$ cat src/rtl/if_fetch_unit_if.sv
// Bus bundle between the fetch unit, instruction memory and the IF/ID register.
// Handshakes: a request transfers on a cycle with imem_req_o && imem_gnt_i; the
// request holds its address until granted or replaced by a redirect. Responses
// return in order, one per imem_rvalid_i pulse. The head instruction transfers
// to IF/ID on a cycle with if_valid_o && if_ready_i.
interface if_fetch_unit_if;
    logic        imem_req_o;
    logic [31:0] imem_addr_o;
    logic        imem_gnt_i;
    logic        imem_rvalid_i;
    logic [31:0] imem_rdata_i;
    logic        if_valid_o;
    logic [31:0] if_inst_o;
    logic [31:0] if_instaddr_o;
    logic        if_ready_i;

    modport master (
        output imem_req_o, imem_addr_o, if_valid_o, if_inst_o, if_instaddr_o,
        input  imem_gnt_i, imem_rvalid_i, imem_rdata_i, if_ready_i
    );

    modport slave (
        input  imem_req_o, imem_addr_o, if_valid_o, if_inst_o, if_instaddr_o,
        output imem_gnt_i, imem_rvalid_i, imem_rdata_i, if_ready_i
    );
endinterface

$ cat src/rtl/if_fetch_unit.sv
// Instruction fetch stage: owns the PC, issues credited pipelined fetches and
// buffers in-order responses, discarding stale ones via a 1-bit epoch tag.
module if_fetch_unit #(
    parameter logic [31:0] RESET_ADDR = 32'h0000_0000,
    parameter int          DEPTH      = 2,
    parameter logic [31:0] NOP_INST   = 32'h0000_0013
) (
    input  logic                  clk,
    input  logic                  rstn,
    input  logic                  prd_jump_en_i,
    input  logic [31:0]           prd_jump_base_i,
    input  logic [31:0]           prd_jump_ofset_i,
    input  logic                  ex_redirect_en_i,
    input  logic [31:0]           ex_redirect_addr_i,
    if_fetch_unit_if.master       bus,
    output logic [1:0]            dbg_state
);
    localparam int PW = $clog2(DEPTH);
    localparam int CW = PW + 1;

    typedef enum logic [1:0] {IDLE = 2'd0, RUN = 2'd1, FULL = 2'd2} state_t;

    state_t        state, state_next;
    logic [31:0]   pc;
    logic          epoch;
    logic [PW-1:0] tag_wr, tag_rd, buf_wr, buf_rd;
    logic [CW-1:0] outstanding, outstanding_next;
    logic [CW-1:0] buf_count, buf_count_next;
    logic          granted_since_reset;

    logic          tag_epoch [DEPTH];
    logic [31:0]   tag_addr  [DEPTH];
    logic [31:0]   buf_inst  [DEPTH];
    logic [31:0]   buf_addr  [DEPTH];

    logic          redirect, credit_ok, credit_next_ok, req, grant, rsp, push, pop, head_valid;
    logic [31:0]   target;

    always_comb begin
        redirect   = ex_redirect_en_i | prd_jump_en_i;
        target     = ex_redirect_en_i ? ex_redirect_addr_i
                                      : ((prd_jump_base_i + prd_jump_ofset_i) & ~32'h1);
        credit_ok  = (outstanding + buf_count) < CW'(DEPTH);
        req        = !rstn && (state != FULL) && credit_ok;
        grant      = req && bus.imem_gnt_i;
        // A response with no tag waiting (e.g. left over from before reset) is ignored.
        rsp        = bus.imem_rvalid_i && (outstanding != '0);
        push       = rsp && (tag_epoch[tag_rd] == (epoch ^ redirect));
        head_valid = (buf_count != '0) && !redirect;
        pop        = head_valid && bus.if_ready_i;

        outstanding_next = outstanding;
        case ({grant, rsp})
            2'b10:   outstanding_next = outstanding + CW'(1);
            2'b01:   outstanding_next = outstanding - CW'(1);
            default: outstanding_next = outstanding;
        endcase

        buf_count_next = buf_count;
        if (redirect) begin
            buf_count_next = CW'(push);
        end else begin
            case ({push, pop})
                2'b10:   buf_count_next = buf_count + CW'(1);
                2'b01:   buf_count_next = buf_count - CW'(1);
                default: buf_count_next = buf_count;
            endcase
        end
        credit_next_ok = (outstanding_next + buf_count_next) < CW'(DEPTH);
    end

    always_comb begin
        state_next = state;
        if (redirect) begin
            state_next = credit_next_ok ? RUN : FULL;
        end else begin
            case (state)
                IDLE:    state_next = RUN;
                RUN:     state_next = credit_next_ok ? RUN : FULL;
                FULL:    state_next = credit_next_ok ? RUN : FULL;
                default: state_next = IDLE;
            endcase
        end
    end

    always_ff @(posedge clk) begin
        if (rstn) begin
            state               <= IDLE;
            pc                  <= RESET_ADDR;
            epoch               <= 1'b0;
            tag_wr              <= '0;
            tag_rd              <= '0;
            buf_wr              <= '0;
            buf_rd              <= '0;
            outstanding         <= '0;
            buf_count           <= '0;
            granted_since_reset <= 1'b0;
        end else begin
            state       <= state_next;
            outstanding <= outstanding_next;
            buf_count   <= buf_count_next;
            if (redirect)   pc <= target;
            else if (grant) pc <= pc + 32'd4;
            if (redirect)   epoch <= ~epoch;
            if (grant)      tag_wr <= tag_wr + PW'(1);
            if (grant)      granted_since_reset <= 1'b1;
            if (rsp)        tag_rd <= tag_rd + PW'(1);
            if (push)       buf_wr <= buf_wr + PW'(1);
            // A flush leaves the read pointer on the slot a same-cycle push fills.
            if (redirect)   buf_rd <= buf_wr;
            else if (pop)   buf_rd <= buf_rd + PW'(1);
        end
    end

    always_ff @(posedge clk) begin
        if (grant) begin
            tag_epoch[tag_wr] <= epoch;
            tag_addr[tag_wr]  <= pc;
        end
        if (push) begin
            buf_inst[buf_wr] <= bus.imem_rdata_i;
            buf_addr[buf_wr] <= tag_addr[tag_rd];
        end
    end

    assign bus.imem_req_o    = req;
    assign bus.imem_addr_o   = pc;
    assign bus.if_valid_o    = head_valid;
    assign bus.if_inst_o     = head_valid ? buf_inst[buf_rd] : NOP_INST;
    assign bus.if_instaddr_o = head_valid ? buf_addr[buf_rd] : 32'h0;
    assign dbg_state         = state;

    a_rvalid_has_tag: assert property (@(posedge clk) disable iff (rstn)
        (bus.imem_rvalid_i && granted_since_reset) |-> (outstanding != '0));
    a_no_overflow: assert property (@(posedge clk) disable iff (rstn)
        !(push && !pop && !redirect && (buf_count == CW'(DEPTH))));
    a_addr_aligned: assert property (@(posedge clk) disable iff (rstn)
        bus.imem_req_o |-> (bus.imem_addr_o[1:0] == 2'b00));
endmodule

$ cat src/flat_wrapper.sv
// flat-port wrapper written by rule: the top's interface ports become plain ports
module if_fetch_unit_flat 
#(
    parameter logic [31:0] RESET_ADDR = 32'h0000_0000,
    parameter int          DEPTH      = 2,
    parameter logic [31:0] NOP_INST   = 32'h0000_0013
)
  (clk, rstn, prd_jump_en_i, prd_jump_base_i, prd_jump_ofset_i, ex_redirect_en_i, ex_redirect_addr_i, dbg_state, bus_imem_req_o, bus_imem_addr_o, bus_if_valid_o, bus_if_inst_o, bus_if_instaddr_o, bus_imem_gnt_i, bus_imem_rvalid_i, bus_imem_rdata_i, bus_if_ready_i);
  if_fetch_unit_if bus_i ();
  input  logic clk;
  input  logic rstn;
  input  logic prd_jump_en_i;
  input  logic [31:0] prd_jump_base_i;
  input  logic [31:0] prd_jump_ofset_i;
  input  logic ex_redirect_en_i;
  input  logic [31:0] ex_redirect_addr_i;
  output logic [1:0] dbg_state;
  output wire logic [$bits(bus_i.imem_req_o)-1:0] bus_imem_req_o;
  output wire logic [$bits(bus_i.imem_addr_o)-1:0] bus_imem_addr_o;
  output wire logic [$bits(bus_i.if_valid_o)-1:0] bus_if_valid_o;
  output wire logic [$bits(bus_i.if_inst_o)-1:0] bus_if_inst_o;
  output wire logic [$bits(bus_i.if_instaddr_o)-1:0] bus_if_instaddr_o;
  input wire logic [$bits(bus_i.imem_gnt_i)-1:0] bus_imem_gnt_i;
  input wire logic [$bits(bus_i.imem_rvalid_i)-1:0] bus_imem_rvalid_i;
  input wire logic [$bits(bus_i.imem_rdata_i)-1:0] bus_imem_rdata_i;
  input wire logic [$bits(bus_i.if_ready_i)-1:0] bus_if_ready_i;
  assign bus_imem_req_o = bus_i.imem_req_o;
  assign bus_imem_addr_o = bus_i.imem_addr_o;
  assign bus_if_valid_o = bus_i.if_valid_o;
  assign bus_if_inst_o = bus_i.if_inst_o;
  assign bus_if_instaddr_o = bus_i.if_instaddr_o;
  assign bus_i.imem_gnt_i = bus_imem_gnt_i;
  assign bus_i.imem_rvalid_i = bus_imem_rvalid_i;
  assign bus_i.imem_rdata_i = bus_imem_rdata_i;
  assign bus_i.if_ready_i = bus_if_ready_i;
  if_fetch_unit #(.RESET_ADDR(RESET_ADDR), .DEPTH(DEPTH), .NOP_INST(NOP_INST)) u_core (.clk(clk), .rstn(rstn), .prd_jump_en_i(prd_jump_en_i), .prd_jump_base_i(prd_jump_base_i), .prd_jump_ofset_i(prd_jump_ofset_i), .ex_redirect_en_i(ex_redirect_en_i), .ex_redirect_addr_i(ex_redirect_addr_i), .bus(bus_i), .dbg_state(dbg_state));
endmodule
$ cat config.mk
export PLATFORM = sky130hd
export DESIGN_NAME = if_fetch_unit_flat
export DESIGN_NICKNAME = d
export VERILOG_FILES = /design/src/rtl/if_fetch_unit_if.sv /design/src/rtl/if_fetch_unit.sv /design/src/flat_wrapper.sv
export SDC_FILE = /design/constraint.sdc
export NUM_CORES = 1
export LEC_CHECK = 0
export ABC_AREA = 1
export BUFFER_PORTS_ARGS = -buffer_cell sky130_fd_sc_hd__buf_2
export CAP_MARGIN = 20
export CORE_MARGIN = 2
export CORE_UTILIZATION = 55
export DETAILED_ROUTE_END_ITERATION = 10
export HOLD_SLACK_MARGIN = 0.1
export PLACE_DENSITY_LB_ADDON = 0.1
export SETUP_SLACK_MARGIN = 0.4
export SYNTH_ARGS = -nofsm -noshare
export SYNTH_HDL_FRONTEND = slang
export SYNTH_SLANG_ARGS = --single-unit
export TNS_END_PERCENT = 30
$ cat constraint.sdc
create_clock -name clk -period 5.1 [get_ports clk]
set_input_delay 0.255 -clock clk [delete_from_list [all_inputs] [get_ports clk]]
set_output_delay 0.255 -clock clk [all_outputs]
set_load 0.03 [all_outputs]
==> flow_summary.yaml <==
critical_path:
  crit_path_end_kind: "output port"
  required_ns: 4.85
  critPathMaxStageDelay_ns: 0.49
  worstPathCellList: "buf_2 > nor2_4 > buf_4 > inv_2 > a21oi_4 > inv_2 > buf_4 > a21oi_1 > buf_2"
  critical-path-top-delay-family: "buffers and inverters"
  crit_path_start_kind: "primary input"
  r2r_setup_slack_ns: 2.24
  crit_arrival_ns: 2.65
  cp_max_fo: 62
  slowest_stage: "buf_4"
  path_buf_inv: 6
  crit_type: "in2out"
drt:
  dr_wl_met2_microns: 14900
  routed_via_density: 5.26
  drt_iter0_markers: 743
  wl_per_cell_microns: 15.6
  drt-met1-wl_microns: 13600
  ant_nets: 0
  firstDrtPassIters: 5
  highest-signal-layer: "met4"
  wl_met3_microns: 1980
  wirelength_microns: 31100
  route.detailed.drc: 0
  vias: 10467
power_and_ir_drop:
  power_leakage_uw: 0.00676
  powerDensity_nw_per_um2: 347
  clockPowerShare_pct: 29.9
  ir_drop_mv: 0.234
  pwr-share-comb_pct: 22.0
  seqPwrFrac_pct: 48.1
  switching_share_pct: 29.8
  p_int_uw: 3670
  net-switching-power_uw: 1560
die:
  start_util_pct: 55.7
  placementRows: 55
  fp.dieArea_sq_um: 24000
  fp.dieW_microns: 155
  coreArea_sq_um: 22500
  die_h_microns: 155
  ioPinCount: 235
yosys:
  synth_top_flop_cell: "edfxtp_1"
  synth_edf_count: 194
  synth_fp_nets: 1602
  netlist_instances: 1430
  ys_async_sr_fraction_pct: 0
  syn_area_per_cell_sq_um: 8.76
  yosysTopAreaCell: "edfxtp_1"
  synthTopCellsByArea: "edfxtp_1 46%, nand2_1 13%, dfxtp_1 7.2%"
  ys_warn_count: 0
  yosysMostFrequentCell: "nand2_1"
  synth_common_cells: "418 x nand2_1, 194 x edfxtp_1, 162 x inv_1"
  synth_top_area_share_pct: 46.5
  seq_area_frac_synth_pct: 53.7
  ys_seq_elements: 239
  syn_area_sq_um: 12500
  yosys.cell_types.count: 42
global_routing:
  grtUsageTotal_pct: 25.4
  grt_pass1_vias: 9970
  overflow: 0
  grt_first_pass_wirelength_microns: 49500
  grt_start_max_net_pins: 66
  antenna_found_initial: 0
timing:
  hold_viol_final: 0
  fmax_ghz: 0.344
  fin_setup_tns_ns: 0
  post-route-period-util_pct: 57.0
  setup_viol: 0
  relSlewSlack_pct: 34.7
  layout_min_cycle_time_ns: 2.91
  final_max_slew_viol_count: 0
  max_slew.worst_pin.slew_ns: 0.978
  rsz0062_at_grt: "no"
  fin_worst_skew_ns: 0.0183
cells_and_area:
  final_nets: 1863
  fillers: 1910
  drive_above_1_share_pct: 19.8
  stdcell_count: 1991
  n_antenna_cell: 0
  stdcell_area_sq_um: 15100
  syn_to_final_growth_pct: 20.1
place:
  io_buffers: 234
  place_inst: 1913
  dpl-instance-area_sq_um: 14000
  gp_routability_congestion: 0.979
  hpwl_microns: 21600
run:
  cap_violations: 0
status:
  status: "finished, final reports clean"
cts:
  cts_buffers: 23
  cts_tree: "yes"
  insertion_delay_ns: 0.51
  clk_pin_slew_ns: 0.06
  h-tree-depth: 1
  cts_buffer_depth: 3
  clockRootBuffer: "clkbuf_16"
  ctsResizeCount: 0
  clock_sinks: 239
min_path:
  hold_class: "in2reg"
## final cells by class
class	count	area [sq um]	share of cell area (%)
well taps	285	357	2.37
clock inverters	14	96.3	0.640
flip-flops and latches	239	6730	44.7
multi-input cells	980	5020	33.3
clock buffers	26	587	3.90
inverters	166	623	4.14
repair buffers	281	1650	10.9
## power groups by stage
| stage | sequential [uW] | combinational [uW] | clock, uW |
|---|---|---|---|
| 2_1_floorplan | 2590 | 728 | 0 |
| 3_3_place_gp | 2540 | 1090 | 0 |
| 3_5_place_dp | 2560 | 1110 | 0 |
| 4_1_cts | 2520 | 1140 | 1590 |
| 5_1_grt | 2530 | 1280 | 1680 |
| 6_report | 2520 | 1150 | 1560 |
## routing by layer
| metal | GRT usage (%) | vias to the layer above |
|---|---|---|
| met2 | 42.7 | 338 |
| li1 | - | 5276 |
| met4 | 7.45 | 0 |
| met1 | 34.4 | 4807 |
| met3 | 3.79 | 46 |
| met5 | 0 | - |
## worst paths after layout
path,start,cells past startpoint,to
max,ex_redirect_en_i,9,bus_if_inst_o[21]
min,ex_redirect_addr_i[2],3,u_core.bus.imem_addr_o[2]
max reg2reg,flip-flop,16,u_core.dbg_state[0]
min reg2reg,u_core.tag_rd,1,flip-flop
## cells in the final DEF, fill, tap and decap left out, drive strengths merged, types with 8 or more instances in the layout
master | synthesis | routed
o21bai | 8 | 8
buf | 7 | 245
edfxtp | 194 | 194
inv | 166 | 167
o21ai | 70 | 70
o211ai | 9 | 9
nor2 | 134 | 134
dlygate4sd3 | 0 | 36
xnor2 | 12 | 12
clkinv | 0 | 11
ha | 36 | 36
nand2 | 423 | 423
nor3 | 16 | 16
mux2 | 32 | 32
dfxtp | 45 | 45
clkbuf | 38 | 26
a21oi | 128 | 128
nand4 | 9 | 9
nand3 | 65 | 65
xor2 | 21 | 21
## metrics by stage
step / setup slack [ns] / utilization, % / total power, uW / hold slack (ns)
3_5_place_dp: 1.80 / 62.1 / 3670 / 0.447
3_3_place_gp: 1.87 / 62.1 / 3640 / 0.435
4_1_cts: 2.08 / 66.7 / 5250 / 0.112
2_1_floorplan: 1.06 / - / 3320 / 0.333
6_report: 2.19 / 66.9 / 5230 / 0.117
5_1_grt: 1.91 / 66.9 / 5500 / 0.132
## state kept, by name, indices dropped and copies added (netlist names), named ones only
register / flops
u_core.buf_addr: 64
u_core.buf_inst: 64
u_core.tag_addr: 64
u_core.bus.imem_addr_o: 32
u_core.buf_count: 2
u_core.dbg_state: 2
u_core.outstanding: 2
u_core.tag_epoch: 2
u_core.buf_rd: 1
u_core.buf_wr: 1
u_core.epoch: 1
u_core.tag_rd: 1
u_core.tag_wr: 1
## what timing repair did
action,in CTS,in global routing
hold buffers,36,0
endpoints found under the hold margin,73,0
setup buffers,0,0
endpoints found under the setup margin,0,0
## worst reg2reg max path, delay by kind of cell, from the launching register on
kind	cells	cell delay (ns)
simple gates	7	0.71
buf+inv	4	0.57
xor+xnor	2	0.46
fa+ha+maj	1	0.37
compound gates	2	0.34
flops	1	0.31
## cell families after synthesis
logic type               Yosys count  synth area share (%)
buffers and inverters            211                  6.47
flip-flops                       239                  53.7
AND/OR/NAND/NOR                  658                  21.6
XOR/XNOR                          33                  2.31
multiplexers                      32                  2.88
AO/OA/AOI/OAI                    220                  9.33
adder cells (fa/ha/maj)           37                  3.75
Note: power is estimated with default switching activity, not from simulation.
